--- config.mk ---
export PLATFORM = sky130hd
export DESIGN_NAME = sv_uart_tx
export DESIGN_NICKNAME = d
export VERILOG_FILES = /design/src/rtl/sv_uart_tx.sv
export SDC_FILE = /design/constraint.sdc
export NUM_CORES = 1
export LEC_CHECK = 0
export ABC_CLOCK_PERIOD_IN_PS = 3800
export CAP_MARGIN = 20
export CORE_UTILIZATION = 60
export CTS_BUF_LIST = sky130_fd_sc_hd__clkbuf_4
export CTS_CLUSTER_SIZE = 25
export DETAILED_ROUTE_END_ITERATION = 6
export GPL_ROUTABILITY_DRIVEN = 1
export GPL_TIMING_DRIVEN = 0
export PLACE_DENSITY_LB_ADDON = 0.05
export SYNTH_ARGS = -nofsm -noshare
export SYNTH_HDL_FRONTEND = slang
export SYNTH_SLANG_ARGS = --single-unit
--- constraint.sdc ---
create_clock -name iclk -period 3.8 [get_ports iclk]
set_clock_uncertainty 0.1 [all_clocks]
set_input_delay 0.38 -clock iclk [delete_from_list [all_inputs] [get_ports iclk]]
set_output_delay 0.38 -clock iclk [all_outputs]
set_load 0.02 [all_outputs]
--- src/rtl/sv_uart_tx.sv ---
// AXI-Stream UART transmitter: start bit, LSB-first data, optional parity, 1 or 2 stop bits.
// Bit period comes from idivider (clamped to 2); it is latched with each word.
//
// state   | meaning
// --------+-------------------------------------------------
// S_IDLE  | line at mark, waiting for a word
// S_START | driving the start bit (0)
// S_DATA  | shifting data bits out LSB first
// S_PAR   | driving the parity bit
// S_STOP  | driving stop bit(s); can accept the next word on the last cycle
module sv_uart_tx #(
    parameter int DATA_WIDTH = 8,
    parameter int PARITY     = 0,
    parameter int STOP_BITS  = 1
) (
    input  logic                  iclk,
    input  logic                  irst,
    input  logic [DATA_WIDTH-1:0] s_axis_tdata,
    input  logic                  s_axis_tvalid,
    output logic                  s_axis_tready,
    input  logic [15:0]           idivider,
    output logic                  otx,
    output logic                  obusy
);

    typedef enum logic [2:0] {
        S_IDLE,
        S_START,
        S_DATA,
        S_PAR,
        S_STOP
    } state_t;

    state_t                state_q, state_d;
    logic [15:0]           cnt_q, cnt_d;
    logic [15:0]           last_q, last_d;
    logic [3:0]            bit_q, bit_d;
    logic [DATA_WIDTH-1:0] shift_q, shift_d;
    logic                  par_q, par_d;
    logic                  otx_q, otx_d;
    logic [15:0]           div_last;
    logic                  strobe;
    logic                  final_stop;
    logic                  accept;

    function automatic logic word_parity(input logic [DATA_WIDTH-1:0] w);
        logic x;
        x = ^w;
        return (PARITY == 1) ? ~x : x;
    endfunction

    // last_q holds P-1 so the strobe is a plain equality compare
    assign div_last      = (idivider < 16'd2) ? 16'd1 : idivider - 16'd1;
    assign strobe        = (cnt_q == last_q);
    assign final_stop    = (state_q == S_STOP) && strobe && (bit_q == 4'(STOP_BITS - 1));
    assign s_axis_tready = ~irst & ((state_q == S_IDLE) | final_stop);
    assign accept        = s_axis_tvalid & s_axis_tready;

    always_comb begin
        state_d = state_q;
        cnt_d   = strobe ? 16'd0 : cnt_q + 16'd1;
        last_d  = last_q;
        bit_d   = bit_q;
        shift_d = shift_q;
        par_d   = par_q;
        otx_d   = 1'b1;

        case (state_q)
            S_IDLE: begin
                cnt_d = 16'd0;
            end
            S_START: begin
                if (strobe) begin
                    state_d = S_DATA;
                    bit_d   = 4'd0;
                end
            end
            S_DATA: begin
                if (strobe) begin
                    shift_d = shift_q >> 1;
                    if (bit_q == 4'(DATA_WIDTH - 1)) begin
                        bit_d   = 4'd0;
                        state_d = (PARITY != 0) ? S_PAR : S_STOP;
                    end else begin
                        bit_d = bit_q + 4'd1;
                    end
                end
            end
            S_PAR: begin
                if (strobe) begin
                    state_d = S_STOP;
                    bit_d   = 4'd0;
                end
            end
            S_STOP: begin
                if (final_stop) begin
                    state_d = S_IDLE;
                    bit_d   = 4'd0;
                end else if (strobe) begin
                    bit_d = bit_q + 4'd1;
                end
            end
            default: begin
                state_d = S_IDLE;
            end
        endcase

        // An accept on the final stop cycle chains straight into the next start bit
        if (accept) begin
            state_d = S_START;
            cnt_d   = 16'd0;
            bit_d   = 4'd0;
            shift_d = s_axis_tdata;
            par_d   = word_parity(s_axis_tdata);
            last_d  = div_last;
        end

        case (state_d)
            S_START: otx_d = 1'b0;
            S_DATA:  otx_d = shift_d[0];
            S_PAR:   otx_d = par_d;
            default: otx_d = 1'b1;
        endcase
    end

    always_ff @(posedge iclk) begin
        if (irst) begin
            state_q <= S_IDLE;
            cnt_q   <= 16'd0;
            last_q  <= 16'd1;
            bit_q   <= 4'd0;
            shift_q <= '0;
            par_q   <= 1'b0;
            otx_q   <= 1'b1;
        end else begin
            state_q <= state_d;
            cnt_q   <= cnt_d;
            last_q  <= last_d;
            bit_q   <= bit_d;
            shift_q <= shift_d;
            par_q   <= par_d;
            otx_q   <= otx_d;
        end
    end

    assign otx   = otx_q;
    assign obusy = (state_q != S_IDLE);

endmodule

# Yosys cells after proc, flatten, opt, wreduce, memory -nomap -nowiden
# Cells that the tools add are included.
# classes
eq_ne	12
n_bitwise	4
addsub	3
n_lt_le_gt_ge	1
mux	19
n_reduce_logical	14
# op_table
op	count
2-to-1 mux 8 bit	3
2-to-1 mux 4 bit	5
2-to-1 mux 3 bit	6
adder 16 x 1 -> 16 bit, second input constant	1
equality test 16 bit	1
< comparator 16 x 2 -> 1 bit, second input constant	1
2-to-1 mux 16 bit	1
subtractor 16 x 1 -> 16 bit, second input constant	1
one-hot mux 3 bit (5 select lines)	1
equality test 3 x 2 -> 1 bit, second input constant	4
one-hot mux 4 bit (3 select lines)	1
parity 8 bit	1
equality test 3 x 1 -> 1 bit, second input constant	2
nonzero test 3 bit	2
adder 4 x 1 -> 4 bit, second input constant	1
equality test 4 x 3 -> 1 bit, second input constant	1
logical NOT 4 bit	1
AND reduction 4 bit	1
nonzero test 2 bit	2
OR reduction 2 bit	2
OR reduction 4 bit	1
equality test 3 bit, second input constant	1
logical NOT 3 bit	1
!= test 3 bit, second input constant	1
9 further kinds	11
# word_totals
register_bits	49
out_inout_bits	3

# Depth between registers and ports, before layout
# logic_depth
depth_word	9
ltp_mapped	8

# Least setup slack after synthesis
# OpenSTA, ideal clock, no wires.
# synth_timing
path_kind	reg2reg
from	register cnt_q[7]
to	register otx_q (netlist: otx)
setup_slack_ns	1.605
setup_time_ns	0.126
synth_period_minus_slack_ns	2.195
t_arrival_ns	1.969
path_stages_with_launch	8
cell_sequence	dfxtp_1 -> xor2_1 -> nor4_1 -> nand4_1 -> nor3_4 -> mux2i_1 -> nor3b_1 -> o211ai_2
# synth_via
elab_chain_len	9
word_cells_on_any_way	20
classes_between	4 x eq/ne; 11 x mux; 3 x bitwise; 2 x reduce/logical
# synth_rtl
item	line_no	source
start, declared	35	logic [15:0] cnt_q, cnt_d;
start signal, assigned	137	cnt_q <= cnt_d;
equality test 16 bit (*)	54	assign strobe = (cnt_q == last_q);
logical AND 1 bit (2 in a row)	55	assign final_stop = (state_q == S_STOP) && strobe && (bit_q == 4'(STOP_BITS - 1));
bitwise OR 1 bit	56	assign s_axis_tready = ~irst & ((state_q == S_IDLE) | final_stop);
bitwise AND 1 bit	56	
bitwise AND 1 bit	57	assign accept = s_axis_tvalid & s_axis_tready;
2-to-1 mux 3 bit	109	if (accept) begin
equality test 3 x 2 -> 1 bit / equality test 3 x 1 -> 1 bit (equally long branches)	118	case (state_d)
one-hot mux 1 bit (3 select lines) (*)	118	
end signal, assigned	142	otx_q <= otx_d;
end, declared	40	logic otx_q, otx_d;
# Mark *: on every way between the ends. The rest lies on a longest branch, timed or not. The select of a mux whose other input is x is not followed.
# A chain may end at the register's enable or synchronous reset.

# Worst setup path after layout
# layout_timing
from	register cnt_q[7]
to	output s_axis_tready
# layout_via
elab_chain_len	5
# layout_rtl
item	line_no	source
equality test 16 bit	54	
logical AND 1 bit (2 in a row)	55	
bitwise OR 1 bit	56	
bitwise AND 1 bit	56	
end, declared	20	output logic s_axis_tready,
# No other way between the ends.

==> flow_summary.ini <==
[outcome]
status = complete, no violations

[worst_setup_path]
crit_type = register to output pin
cp_top_family = simple AND/OR/NAND/NOR gates
path_max_fanout = 5
reg2reg_slack_ns = 1.21
crit_path_end_kind = output pin
cpMaxStageDelayCell = clkdlybuf4s50_1
critPathRequiredTime_ns = 3.32
crit_arrival_ns = 2.71
worstPathBufferInverterCount = 1
reg2reg_to = otx
path_cells = xor2_1 -> nor4_1 -> nand4_1 -> o21ai_2 -> nor2b_1 -> clkdlybuf4s50_1
r2r_cells = 7
reg2reg_from = cnt_q[7]
crit_path_start_kind = register
cpPeakStageDelay_ns = 0.62

[grt]
grt_pass1_vias = 1746
grt_pass1_wl_mm = 7.56
grt_remaining_overflow = 0
grtUsageTotal_pct = 22.3
antenna_found_initial = 0
grt_max_degree = 15

[floorplanning]
die_w_um = 66.6
core_area_sq_um = 4000
ios = 30
num_rows = 23
die_y_um = 66.6
die-area_sq_um = 4430
start_util_pct = 62.5

[clock_network]
clk_latency_ns = 0.36
cts_hold_buf = 0
cts_htree_levels = 2
numCtsBuffers = 5
cts_resized = 0
tritoncts = yes
cts_root_buffer = clkbuf_4
clock-sinks = 49
clk_path_buf_depth = 2
clkSlewWorstSetupHoldPaths_ns = 0.13
postCtsSetupBuffers = 0

[timing]
grt_setup_unrepaired = no
final_hold_viol_count = 0
tns_ns = 0
fmax_ghz = 0.314
setup_viol = 0
tightestPinTransition_ns = 0.569
relSlewSlack_pct = 61.7
finalCritPeriodShare_pct = 83.9
min_period_ns = 3.19
drv_slew = 0

[finish]
area_delta_synth_final_pct = 16.1
fillers = 332
multi_input_area_sq_um = 1460
diodes = 0
register_area_sq_um = 981
nets = 359
drive_gt1_share_pct = 4.26

[detailed_routing]
first_pass_iters = 4
initialDrtViolationCount = 134
final_antenna_net_count = 0
wl_per_cell_um = 11.9
drc = 0
num_vias = 2017
routed_wl_mm = 4.51
post_drt_via_cell_ratio = 5.32

[yosys]
synth_xor_xnor_area_share_pct = 17.9
synth-seq-area-share_pct = 39.2
synth.top_cells.by_area = dfxtp_1, xor2_1, xnor2_1
synth.top_cell.area_share_pct = 39.2
yosys.area_share.simple_pct = 23.8
syn_inst = 292
ys_async_sr_fraction_pct = 0
syn_avg_cell_area_sq_um = 8.57
synth_compound_area_share_pct = 11.5
synth_largest_area_cell = dfxtp_1
yosysUniqueCellTypes = 40
synth_edf_count = 0
synth_fp_nets = 323
yosys_warnings = 0
muxShareOfSynthArea_pct = 3.20
synth-seq-cells = 49
netlist_area_sq_um = 2500
synth_top_family_by_area = simple AND/OR/NAND/NOR gates
ys.flop_type = dfxtp_1
synthAdderAreaFrac_pct = 2.00

[placed_design]
place_congestion = 0.791
io_buffers = 29
post-dp-hpwl_mm = 3.50

[job]
maxCapViolations = 0

[power_and_ir_drop]
power_density_nw_per_um2 = 316
ir_drop_v = 0.000193
finalPower_mw = 0.918
p_leak_nw = 1.05

[hold_path]
min_from = last_q[10]
hold_path.class = register to register
hold_path_end = last_q[10]
min_path_cells = 2
==> cell families after synthesis <==
group                      count (synthesis)
AOI/OAI and AO/OA                         46
xor gates and xnor gates                  51
adders and majority gates                  4
buffers and inverters                     14
DFF                                       49
muxes                                      8
and+or+nand+nor                          120
==> power breakdown <==
| part | internal (mW) | switching, mW | leakage, nW | total, mW |
|---|---|---|---|---|
| clock | 0.0673 | 0.157 | 0.0300 | 0.225 |
| combinational | 0.0736 | 0.0693 | 0.625 | 0.143 |
| sequential | 0.537 | 0.0137 | 0.400 | 0.551 |
==> Yosys cell counts, types with 7 or more instances <==
master and instances:
nand2_1 31, nor2b_1 7, o21ai_0 11, o21ai_1 10, dfxtp_1 49, a21oi_1 7, nor4_1 7, mux2i_1 8
nor2_1 38, nor3_1 7, a211oi_1 8, xnor2_1 22, xor2_1 29
==> state kept, by name, indices dropped and copies added, names as in the netlist <==
name     cells
par_q        1
otx          1
bit_q        4
shift_q      8
last_q      16
state_q      3
cnt_q       16
==> worst register-to-register path, cell delays in order, from the launching register on <==
cell and delay [ns]:
dfxtp_1 0.45, xor2_1 0.10, nor4_1 0.34, nand4_1 0.33, nor3_4 0.50, mux2i_1 0.30, nor3b_1 0.26, o211ai_2 0.11
==> through the flow <==
step	utilization (%)	hold slack (ns)	instances	cell area, sq um	setup slack, ns
2_1_floorplan	-	0.337	292	2500	1.60
3_3_place_gp	71.3	0.346	371	2850	1.01
3_5_place_dp	71.3	0.356	371	2850	0.982
4_1_cts	72.6	0.374	379	2900	0.556
5_1_grt	72.6	0.385	379	2900	0.426
6_report	72.6	0.368	379	2900	0.610
==> layout by cell type, fill, tap and decap left out, drive strengths merged, types with 3 or more instances in the layout <==
master,Yosys,final
a211oi,8,8
a21oi,7,7
and3,4,4
clkbuf,6,11
clkdlybuf4s50,0,29
clkinv,0,3
dfxtp,49,49
ha,4,4
inv,6,6
mux2i,8,8
nand2,31,31
nand3,6,6
nand3b,4,4
nand4,3,3
nor2,38,38
nor2b,7,7
nor3,8,8
nor4,7,7
o21ai,22,22
or3,4,4
xnor2,22,22
xor2,29,29
==> layout make-up <==
cell class | instances | share of cell area (%)
Buffer | 8 | 1.34
Clock buffer | 5 | 1.29
Clock inverter | 3 | 0.431
Inverter | 6 | 0.776
Multi-Input combinational cell | 229 | 50.2
Sequential cell | 49 | 33.8
Tap cell | 50 | 2.15
Timing Repair Buffer | 29 | 10.0
==> routing by layer <==
metal	track usage (%)	part of all wire (%)	up-vias
li1	-	-	1066
met1	30.5	52	908
met2	34.6	44	33
met3	5.14	3.3	10
met4	6.38	1.3	0
met5	0	0	-
==> how the worst max path moves through the flow <==
stage	startpoint	cells past startpoint	slack (ns)	endpoint
detailed placement	cnt_q[7]	6	0.98	s_axis_tready
finish	cnt_q[7]	6	0.61	s_axis_tready
global route	cnt_q[7]	6	0.43	s_axis_tready
CTS	cnt_q[7]	6	0.56	s_axis_tready
global placement	cnt_q[7]	6	1.01	s_axis_tready
floorplan	cnt_q[7]	7	1.60	otx
Power figures use the tool's default switching activity.
